### config.mk
export PLATFORM = sky130hd
export DESIGN_NAME = seq_match_sched
export DESIGN_NICKNAME = d
export VERILOG_FILES = /design/src/rtl/seq_match_pkg.sv /design/src/rtl/seq_match_sched_rr_arbiter.sv /design/src/rtl/seq_match_sched.sv
export SDC_FILE = /design/constraint.sdc
export NUM_CORES = 1
export LEC_CHECK = 0
export CAP_MARGIN = 20
export CORE_MARGIN = 2
export CORE_UTILIZATION = 50
export CTS_CLUSTER_DIAMETER = 80
export DETAILED_ROUTE_END_ITERATION = 10
export GPL_ROUTABILITY_DRIVEN = 0
export PLACE_DENSITY = 0.72
export SLEW_MARGIN = 15
export SYNTH_ARGS = -nofsm -noshare
export SYNTH_HDL_FRONTEND = slang
export SYNTH_SLANG_ARGS = --single-unit
### constraint.sdc
create_clock -name clk -period 10.6 [get_ports clk]
set_input_delay 2.65 -clock clk [delete_from_list [all_inputs] [get_ports clk]]
set_output_delay 2.65 -clock clk [all_outputs]
set_load 0.03 [all_outputs]
### src/rtl/seq_match_pkg.sv
// seq_match_pkg: shared types, default widths and config helpers for the
// seq_match_sched block.
package seq_match_pkg;

  typedef enum logic [1:0] {
    UNCFG = 2'd0,
    RUN   = 2'd1,
    FLUSH = 2'd2
  } state_e;

  localparam int unsigned DEF_NCH = 32'd4;
  localparam int unsigned DEF_PW  = 32'd8;
  localparam int unsigned DEF_CW  = 32'd8;

  // A pattern length is usable when it selects at least one bit and no more
  // bits than the history holds.
  function automatic logic len_is_legal(input int unsigned len, input int unsigned pw);
    return (len >= 32'd1) && (len <= pw);
  endfunction

endpackage

### src/rtl/seq_match_sched_rr_arbiter.sv
// rr_arbiter: one-hot round-robin grant. Grants the lowest-index requester
// strictly after the last granted channel, wrapping; the pointer only moves
// when a grant is actually issued.
module rr_arbiter #(
  parameter int unsigned  NCH = 32'd4,
  localparam int unsigned IW  = $clog2(NCH)
) (
  input  logic           clk,
  input  logic           reset,
  input  logic           en_i,
  input  logic [NCH-1:0] req_i,
  output logic [NCH-1:0] gnt_o,
  output logic [IW-1:0]  gnt_idx_o,
  output logic           gnt_vld_o
);

  logic [IW-1:0] last_q;
  logic [IW-1:0] last_d;
  int unsigned   idx_s;
  logic          hit_s;

  // Scan channels starting just after the last grant; first requester wins.
  always_comb begin
    gnt_o     = '0;
    gnt_idx_o = '0;
    gnt_vld_o = 1'b0;
    idx_s     = 32'd0;
    hit_s     = 1'b0;
    for (int unsigned k = 32'd1; k <= NCH; k++) begin
      idx_s     = (32'(last_q) + k) % NCH;
      hit_s     = en_i && !gnt_vld_o && req_i[idx_s[IW-1:0]];
      gnt_o     = gnt_o | ({{(NCH-1){1'b0}}, hit_s} << idx_s[IW-1:0]);
      gnt_idx_o = hit_s ? idx_s[IW-1:0] : gnt_idx_o;
      gnt_vld_o = gnt_vld_o | hit_s;
    end
    last_d = gnt_vld_o ? gnt_idx_o : last_q;
  end

  // Pointer register; reset so that channel 0 is first in line.
  always_ff @(posedge clk) begin
    if (reset) begin
      last_q <= IW'(NCH - 32'd1);
    end else begin
      last_q <= last_d;
    end
  end

endmodule

### src/rtl/seq_match_sched.sv
// seq_match_sched: round-robin scheduler sharing one programmable serial
// pattern matcher across NCH bit-serial channels.
// Optional feature macro: SEQ_MATCH_CNT_EN adds saturating per-channel
// match counters readable through cnt_sel/cnt_val; without it cnt_val is 0.
module seq_match_sched
  import seq_match_pkg::*;
#(
  parameter int unsigned  NCH = DEF_NCH,
  parameter int unsigned  PW  = DEF_PW,
  parameter int unsigned  CW  = DEF_CW,
  localparam int unsigned LW  = $clog2(PW) + 1,
  localparam int unsigned IW  = $clog2(NCH)
) (
  input  logic           clk,
  input  logic           reset,
  input  logic           cfg_we,
  input  logic [PW-1:0]  cfg_pattern,
  input  logic [LW-1:0]  cfg_len,
  input  logic           cfg_overlap,
  input  logic [NCH-1:0] in_valid,
  input  logic [NCH-1:0] in_bit,
  output logic [NCH-1:0] in_ready,
  output logic           match_valid,
  output logic [IW-1:0]  match_ch,
  output logic           armed,
  input  logic [IW-1:0]  cnt_sel,
  output logic [CW-1:0]  cnt_val
);

  state_e        state_q, state_d;
  logic          cfg_legal_s, cfg_take_s, arb_en_s;
  logic [PW-1:0] cfg_pat_q;
  logic [LW-1:0] cfg_len_q;
  logic          cfg_ovl_q;
  logic [PW-1:0] hist_q [NCH];
  logic [LW-1:0] fill_q [NCH];
  logic          gnt_vld_s;
  logic [IW-1:0] gnt_idx_s;
  logic [PW-1:0] new_hist_s, mask_s;
  logic [LW-1:0] new_fill_s;
  logic          hit_s;
  logic          match_valid_q;
  logic [IW-1:0] match_ch_q;
  logic          armed_q;

  assign cfg_legal_s = len_is_legal(32'(cfg_len), PW);

  // Next-state logic; a legal config write also latches the new settings.
  always_comb begin
    state_d    = state_q;
    cfg_take_s = 1'b0;
    case (state_q)
      UNCFG: begin
        if (cfg_we && cfg_legal_s) begin
          state_d    = RUN;
          cfg_take_s = 1'b1;
        end else begin
          state_d = UNCFG;
        end
      end
      RUN: begin
        if (cfg_we && cfg_legal_s) begin
          state_d    = FLUSH;
          cfg_take_s = 1'b1;
        end else begin
          state_d = RUN;
        end
      end
      FLUSH:   state_d = RUN;
      default: state_d = UNCFG;
    endcase
    // No input is consumed while a config write is on the bus.
    arb_en_s = (state_q == RUN) && !cfg_we;
  end

  // FSM state register.
  always_ff @(posedge clk) begin
    if (reset) state_q <= UNCFG;
    else       state_q <= state_d;
  end

  rr_arbiter #(.NCH(NCH)) u_arb (
    .clk       (clk),
    .reset     (reset),
    .en_i      (arb_en_s),
    .req_i     (in_valid),
    .gnt_o     (in_ready),
    .gnt_idx_o (gnt_idx_s),
    .gnt_vld_o (gnt_vld_s)
  );

  // Compare the granted channel's updated history against the pattern.
  always_comb begin
    new_hist_s = {hist_q[gnt_idx_s][PW-2:0], in_bit[gnt_idx_s]};
    if (fill_q[gnt_idx_s] == LW'(PW)) new_fill_s = fill_q[gnt_idx_s];
    else                              new_fill_s = fill_q[gnt_idx_s] + LW'(1);
    mask_s = '0;
    for (int unsigned b = 32'd0; b < PW; b++) mask_s[b] = (b < 32'(cfg_len_q));
    hit_s = gnt_vld_s && (new_fill_s >= cfg_len_q) &&
            (((new_hist_s ^ cfg_pat_q) & mask_s) == '0);
  end

  // Latched configuration.
  always_ff @(posedge clk) begin
    if (reset) begin
      cfg_pat_q <= '0;
      cfg_len_q <= '0;
      cfg_ovl_q <= 1'b0;
    end else if (cfg_take_s) begin
      cfg_pat_q <= cfg_pattern;
      cfg_len_q <= cfg_len;
      cfg_ovl_q <= cfg_overlap;
    end else begin
      cfg_pat_q <= cfg_pat_q;
    end
  end

  // Per-channel history and fill; a non-overlapping match restarts the channel.
  always_ff @(posedge clk) begin
    if (reset || (state_q == FLUSH)) begin
      for (int unsigned c = 32'd0; c < NCH; c++) begin
        hist_q[c] <= '0;
        fill_q[c] <= '0;
      end
    end else if (gnt_vld_s) begin
      if (hit_s && !cfg_ovl_q) begin
        hist_q[gnt_idx_s] <= '0;
        fill_q[gnt_idx_s] <= '0;
      end else begin
        hist_q[gnt_idx_s] <= new_hist_s;
        fill_q[gnt_idx_s] <= new_fill_s;
      end
    end else begin
      fill_q[gnt_idx_s] <= fill_q[gnt_idx_s];
    end
  end

  // Registered match pulse, channel id and armed flag.
  always_ff @(posedge clk) begin
    if (reset) begin
      match_valid_q <= 1'b0;
      match_ch_q    <= '0;
      armed_q       <= 1'b0;
    end else begin
      match_valid_q <= hit_s;
      match_ch_q    <= hit_s ? gnt_idx_s : match_ch_q;
      armed_q       <= (state_d != UNCFG);
    end
  end

  assign match_valid = match_valid_q;
  assign match_ch    = match_ch_q;
  assign armed       = armed_q;

`ifdef SEQ_MATCH_CNT_EN
  logic [CW-1:0] cnt_q [NCH];

  // Saturating match counters, updated on the same edge as the match pulse.
  always_ff @(posedge clk) begin
    if (reset || (state_q == FLUSH)) begin
      for (int unsigned c = 32'd0; c < NCH; c++) cnt_q[c] <= '0;
    end else if (hit_s && (cnt_q[gnt_idx_s] != {CW{1'b1}})) begin
      cnt_q[gnt_idx_s] <= cnt_q[gnt_idx_s] + CW'(1);
    end else begin
      cnt_q[gnt_idx_s] <= cnt_q[gnt_idx_s];
    end
  end

  assign cnt_val = cnt_q[cnt_sel];
`else
  logic cnt_sel_unused_s;
  assign cnt_sel_unused_s = ^cnt_sel;
  assign cnt_val          = '0;
`endif

endmodule

==> run_results.csv, run 1 <==
group,metric,value,unit
power_and_ir_drop,p_leak,1.52,nW
global_route,grtUsageTotal,21.4,%
sta,finClkSkew,10.2,ps
clock_network,path_clk_slew,70,ps
critical_path,worst_setup_path_end_kind,"primary output",
clock_network,worstSkewPairLatency,350,ps
global_route,grt_pass1_vias,2711,
floorplan,dieArea,8130,um2
detailed_routing,drt-total-wl,8430,um
final_layout,seq_area,1740,um2
floorplan,die_w,90.2,um
clock_network,cts_max_level,3,
clock_network,clockBufferDepth,2,
sta,tightest_slew,1080,ps
floorplan,initial_utilization,51.5,%
critical_path,cp.depth,6,
clock_network,clkSinkCount,65,
sta,setup_tns,0,ps
power_and_ir_drop,combPwrFrac,17.7,%
power_and_ir_drop,p_seq_share,42.5,%
synthesis,synth_area_leaders,"edfxtp_1 36%, dfxtp_1 11%, mux2i_1 8.4%, nor3_1 4.9%, nor2_1 2.9%",
final_layout,final_nets,412,
placed_design,io_buffer_count,31,
critical_path,path_cells,"clkdlybuf4s50_1, or2_1, a311oi_4, and2_1, nor2_1, clkdlybuf4s50_1",
power_and_ir_drop,swShare,26.2,%
power_and_ir_drop,clkPwrFrac,39.9,%
floorplan,pin_count,42,
sta,fmax,119,MHz
synthesis,yosys_most_used_dff,"edfxtp_1",
power_and_ir_drop,p_per_area,164,nW/um2
placed_design,detailed_place.area,4030,um2
synthesis,synth_seq_cells,65,
hold_path,hp-class,"reg -> reg",
power_and_ir_drop,power,0.703,mW
final_layout,nFillCells,619,
synthesis,synthTopCellsByCount,"44 x edfxtp_1, 36 x nor3_1, 31 x mux2i_1",
floorplan,core_area,7210,um2
power_and_ir_drop,peakVddDrop,0.0959,mV
synthesis,synth.distinct_cells,58,
detailed_routing,drc,0,
sta,slew_headroom,28.0,%
critical_path,crit_path_start_kind,"input pin",
synthesis,ys_async_sr_fraction,0,%
floorplan,num_rows,31,
global_route,grt_max_degree,35,
critical_path,cp_data_arrival_time,5770,ps
detailed_routing,drt-initial-drc-count,352,
detailed_routing,ant_nets,0,
critical_path,crit_slowest_cell,"and2_1",
flow_run,maxCapViolCount,0,
detailed_routing,wire_per_inst,17.4,um
synthesis,netlist_instances,355,
final_layout,drive_above_1_share,11.2,%
sta,fin_crit,8420,ps
sta,fin_crit_sh,79.4,%
global_route,grt-ovfl-total,0,
final_layout,final_util,59.5,%
critical_path,rr_worst_depth,15,
final_layout,areaGrowthSynthToFinish,15.6,%
floorplan,fp.dieH,90.2,um
global_route,grt_first_pass_wirelength,13600,um
synthesis,synthesis.area,3710,um2
power_and_ir_drop,p_int,0.519,mW
sta,maxSlewViolCount,0,
run_status,status,"finished clean",
hold_path,worstHoldPathCells,2,
critical_path,slowest_delay,850,ps
sta,finalHoldViolCount,0,
detailed_routing,drt_first_pass_iters,6,
clock_network,post_cts_resized,0,
clock_network,numCtsBuffers,9,
placed_design,hpwl,5940,um
final_layout,diodes,0,
synthesis,synth_top_area_share,35.6,%
global_route,antenna_found_initial,0,
synthesis,yosys_warnings,0,
critical_path,cp.required,7950,ps
synthesis,synth-edff-count,44,
critical_path,critPathTopFamily,"simple AND/OR/NAND/NOR gates",
synthesis,synth-seq-area-share,46.9,%
final_layout,multi_input_area,1780,um2
synthesis,postSynthAreaPerCell,10.5,um2
final_layout,stdcell_area,4290,um2
clock_network,cts_tree,"built",
critical_path,crit_buf_inv,2,
clock_network,hold_buffers,0,
sta,rsz0062_at_grt,"false",
synthesis,synth_top_cell_by_area,"edfxtp_1",
detailed_routing,vias_per_cell,5.99,
power_and_ir_drop,p_switching,0.184,mW
detailed_routing,vias,2900,
critical_path,crit_top_cell,"clkdlybuf4s50_1",
critical_path,crit_fanout,17,
synthesis,synth.most_common_cell,"edfxtp_1",
clock_network,cts-root-buf,"clkbuf_8",
critical_path,worstSetupPathType,"in -> out",
clock_network,post_cts_buffers,0,
sta,setup_viol,0,
-- cell type report --
class                      instances  area share [%]
sequential                        65            40.6
tap                               99            2.89
timing repair buffer              36            8.05
multi-input combinational        258            41.4
inverter                          10           0.875
clock inverter                     7            3.32
clock buffer                       9            2.89
-- flip-flops by register name, summed over array words and instances, names as in the netlist --
register,flops
hist_q,28
match_ch,2
armed,1
fill_q,16
cfg_ovl_q,1
match_valid,1
cfg_pat_q,8
u_arb.last_q,2
cfg_len_q,4
state_q,2
-- layout by cell type, fill, tap and decap left out, types with 4 or more instances in the layout --
master           instances
a21oi_1                 18
a222oi_1                 5
buf_4                    4
bufinv_16                4
clkbuf_8                 9
clkdlybuf4s50_1         31
conb_1                   8
dfxtp_1                 21
edfxtp_1                44
ha_1                     6
inv_1                    8
mux2_2                   8
mux2i_1                 31
nand2_1                 16
nand2b_1                 4
nand3_1                  7
nor2_1                  29
nor3_1                  36
nor3b_1                  5
nor4_1                   5
o211ai_1                 5
o21ai_0                 12
xnor2_1                  8
-- routing by layer --
layer / wire length, um / global-route usage [%]
met2: 4190 / 35.3
met1: 3520 / 27.9
met4: 191 / 7.44
met5: 0 / 0
met3: 529 / 4.78
-- per-stage QoR --
stage                     hold slack, ps  worst slack, ps  std cells
after floorplan                      452             3840        362
after global placement               469             2200        467
after detailed placement             476             2110        468
after CTS                            487             2190        484
after global routing                 508             1980        484
final                                485             2180        484
-- cell families (layout without fill, tap and decap cells) --
logic type | count (synthesis) | after routing | share of synthesized area [%]
other | 1 | 8 | 0.101
XOR/XNOR | 11 | 11 | 2.60
multiplexers | 43 | 43 | 12.1
AND/OR/NAND/NOR | 120 | 120 | 16.7
AO/OA/AOI/OAI | 70 | 70 | 13.5
flip-flops | 65 | 65 | 46.9
buffers and inverters | 39 | 62 | 6.10
adder cells (fa/ha/maj) | 6 | 6 | 2.02
-- power groups by stage --
stage | sequential [mW] | combinational [mW] | clock, mW
after floorplan | 0.302 | 0.0926 | 0
after global placement | 0.303 | 0.120 | 0
after detailed placement | 0.304 | 0.122 | 0
after CTS | 0.299 | 0.123 | 0.282
after global routing | 0.301 | 0.137 | 0.294
final | 0.299 | 0.124 | 0.280
-- final timing paths --
path / endpoint / slack (ps) / start
setup / recovery: in_ready[1] / 2180 / in_valid[0]
hold / removal: match_ch[1]$_SDFFE_PP0N_ / 490 / match_ch[1]$_SDFFE_PP0N_
setup reg to reg: fill_q[3][0]$_DFFE_PP_ / 5010 / u_arb.last_q[1]$_SDFFE_PP1N_
hold reg to reg: match_ch[1]$_SDFFE_PP0N_ / 490 / match_ch[1]$_SDFFE_PP0N_
-- worst min-delay path, stage by stage, from the launching register on --
cell	delay [ps]
dfxtp_1	310
o21ai_0	60
a21oi_1	60
(Power assumes the default switching activity.)
==> inputs of run 2 (changes only) <==
==> constraint.sdc (replaced) <==
create_clock -name clk -period 8.6 [get_ports clk]
set_input_delay 2.15 -clock clk [delete_from_list [all_inputs] [get_ports clk]]
set_output_delay 2.15 -clock clk [all_outputs]
set_load 0.03 [all_outputs]
==> run_results.csv, run 2 (synthesis results as in run 1) <==
group,metric,value,unit
flow_run,maxCapViolCount,0,
power_and_ir_drop,peakVddDrop,0.162,mV
detailed_routing,dr.max_layer_used,"met4",
power_and_ir_drop,p_per_area,177,nW/um2
final_layout,regMostFlops,"hist_q",
clock_network,clkSinkCount,65,
final_layout,areaGrowthSynthToFinish,13.3,%
sta,fin_crit,7470,ps
critical_path,rr_worst_depth,19,
critical_path,cp.required,8650,ps
final_layout,mostFrequentLayoutCells,"44 x edfxtp_1, 36 x nor3_1, 31 x mux2i_1, 31 x clkdlybuf4s50_1, 29 x nor2_1",
detailed_routing,wl_met2,3960,um
critical_path,r2r_end,"hist_q[2][5]$_SDFFCE_PN0P_",
floorplan,fp.dieH,90.2,um
critical_path,slowest_delay,630,ps
final_layout,largest_reg_flops,28,
sta,maxSlewViolCount,0,
detailed_routing,wl_met3,541,um
final_layout,nFillCells,623,
final_layout,largestRegisters,"hist_q (28), fill_q (16), cfg_pat_q (8)",
sta,tightest_slew,937,ps
final_layout,drive_above_1_share,11.3,%
placed_design,pre_cts_slack,819,ps
clock_network,worstSkewPairLatency,340,ps
floorplan,die_w,90.2,um
detailed_routing,vias_per_cell,5.80,
clock_network,cts-root-buf,"clkbuf_8",
critical_path,crit_buf_inv,3,
sta,holdWs,476,ps
floorplan,core_area,7210,um2
hold_path,hold-path-endpoint,"match_ch[1]$_SDFFE_PP0N_",
global_route,antenna_found_initial,0,
clock_network,numCtsBuffers,9,
global_route,grt_max_degree,35,
detailed_routing,drt-initial-drc-count,287,
sta,fmax,134,MHz
placed_design,detailed_place.area,4050,um2
power_and_ir_drop,p_leak,1.48,nW
critical_path,crit_fanout,34,
sta,slew_headroom,37.5,%
detailed_routing,vias,2825,
critical_path,cp_data_arrival_time,7520,ps
final_layout,final_util,58.3,%
critical_path,regToRegStartpoint,"u_arb.last_q[1]$_SDFFE_PP1N_",
detailed_routing,met1_length,3450,um
sta,setup_tns,0,ps
detailed_routing,drc,0,
clock_network,path_clk_slew,70,ps
global_route,grtUsageTotal,21.6,%
detailed_routing,ant_nets,0,
detailed_routing,wire_per_inst,16.7,um
sta,setup_ws,1130,ps
run_status,status,"finished clean",
sta,finClkSkew,8.09,ps
clock_network,post_cts_resized,0,
critical_path,crit_slowest_cell,"and2_1",
final_layout,multi_input_area,1780,um2
clock_network,hold_buffers,0,
critical_path,worst_setup_path_end_kind,"flop",
final_layout,final_common_cell,"edfxtp_1",
global_route,grt_first_pass_wirelength,13700,um
global_route,grt-ovfl-total,0,
critical_path,worstSetupPathType,"in -> reg",
clock_network,cts_tree,"built",
detailed_routing,drt-total-wl,8160,um
critical_path,rrSetupSlack,3220,ps
final_layout,stdcell_area,4210,um2
hold_path,worstHoldPathCells,2,
placed_design,hpwl,5950,um
placed_design,io_buffer_count,31,
critical_path,path_cells,"clkdlybuf4s50_1, or2_1, a311oi_4, buf_4, and2_1, mux2i_1, mux2_2, inv_1, nand3_1, xnor2_1, ha_1, nand2b_1, a21o_1, a21o_1, a21oi_1, nor3_1, o2111ai_1, a2111o_1, nor2_8, nor3_1",
critical_path,critPathTopFamily,"simple AND/OR/NAND/NOR gates",
critical_path,crit_path_start_kind,"input pin",
floorplan,num_rows,31,
clock_network,post_cts_buffers,0,
hold_path,hp-start,"match_ch[1]$_SDFFE_PP0N_",
final_layout,diodes,0,
clock_network,cts_max_level,3,
floorplan,dieArea,8130,um2
clock_network,clockBufferDepth,2,
floorplan,initial_utilization,51.5,%
sta,fin_crit_sh,86.9,%
global_route,grt_pass1_vias,2727,
hold_path,hp-class,"reg -> reg",
final_layout,final_nets,415,
detailed_routing,drt_first_pass_iters,5,
sta,finalHoldViolCount,0,
floorplan,pin_count,42,
final_layout,seq_area,1740,um2
sta,setup_viol,0,
sta,rsz0062_at_grt,"false",
==> run 2: worst register-to-register path, delay by kind of cell, from the launching register on <==
kind | cells | cell delay (ps)
flip-flops | 1 | 520
adder cells (fa/ha/maj) | 1 | 190
AO/OA/AOI/OAI | 6 | 1310
multiplexers | 2 | 580
XOR/XNOR | 1 | 460
AND/OR/NAND/NOR | 7 | 1680
buffers and inverters | 2 | 340
==> run 2: through the flow <==
step / std cells / power, mW
6_report: 487 / 0.744
3_5_place_dp: 471 / 0.528
4_1_cts: 487 / 0.743
5_1_grt: 487 / 0.780
3_3_place_gp: 469 / 0.524
2_1_floorplan: 362 / 0.486
==> run 2: how the worst max path moves through the flow <==
stage / startpoint / endpoint / cells past startpoint
after detailed placement: in_valid[0] / hist_q[2][6]$_SDFFCE_PN0P_ / 20
after global placement: in_valid[0] / fill_q[0][0]$_SDFFCE_PN0P_ / 21
after global routing: in_valid[0] / fill_q[3][0]$_DFFE_PP_ / 21
final: in_valid[0] / hist_q[2][5]$_SDFFCE_PN0P_ / 20
after CTS: in_valid[0] / hist_q[2][6]$_SDFFCE_PN0P_ / 21
after floorplan: cfg_we / hist_q[0][5]$_SDFFCE_PN0P_ / 20
==> run 2: final cells by class <==
class                      instances  area share, %
clock inverter                     7          0.892
multi-input combinational        258           42.2
inverter                          10          0.892
clock buffer                       9           2.94
timing repair buffer              39           8.69
sequential                        65           41.4
tap                               99           2.94
==> run 2: routing by layer <==
| layer | track usage [%] | vias up |
|---|---|---|
| met3 | 2.85 | 20 |
| met4 | 10.6 | 0 |
| met2 | 35.2 | 125 |
| met1 | 28.4 | 1310 |
| met5 | 0 | - |
| li1 | - | 1370 |
==> run 2: where the power goes <==
group | internal (mW) | switching [mW] | leakage, nW
sequential | 0.357 | 0.0108 | 0.631
clock | 0.101 | 0.120 | 0.0799
combinational | 0.0618 | 0.0932 | 0.769
total | 0.520 | 0.224 | 1.48
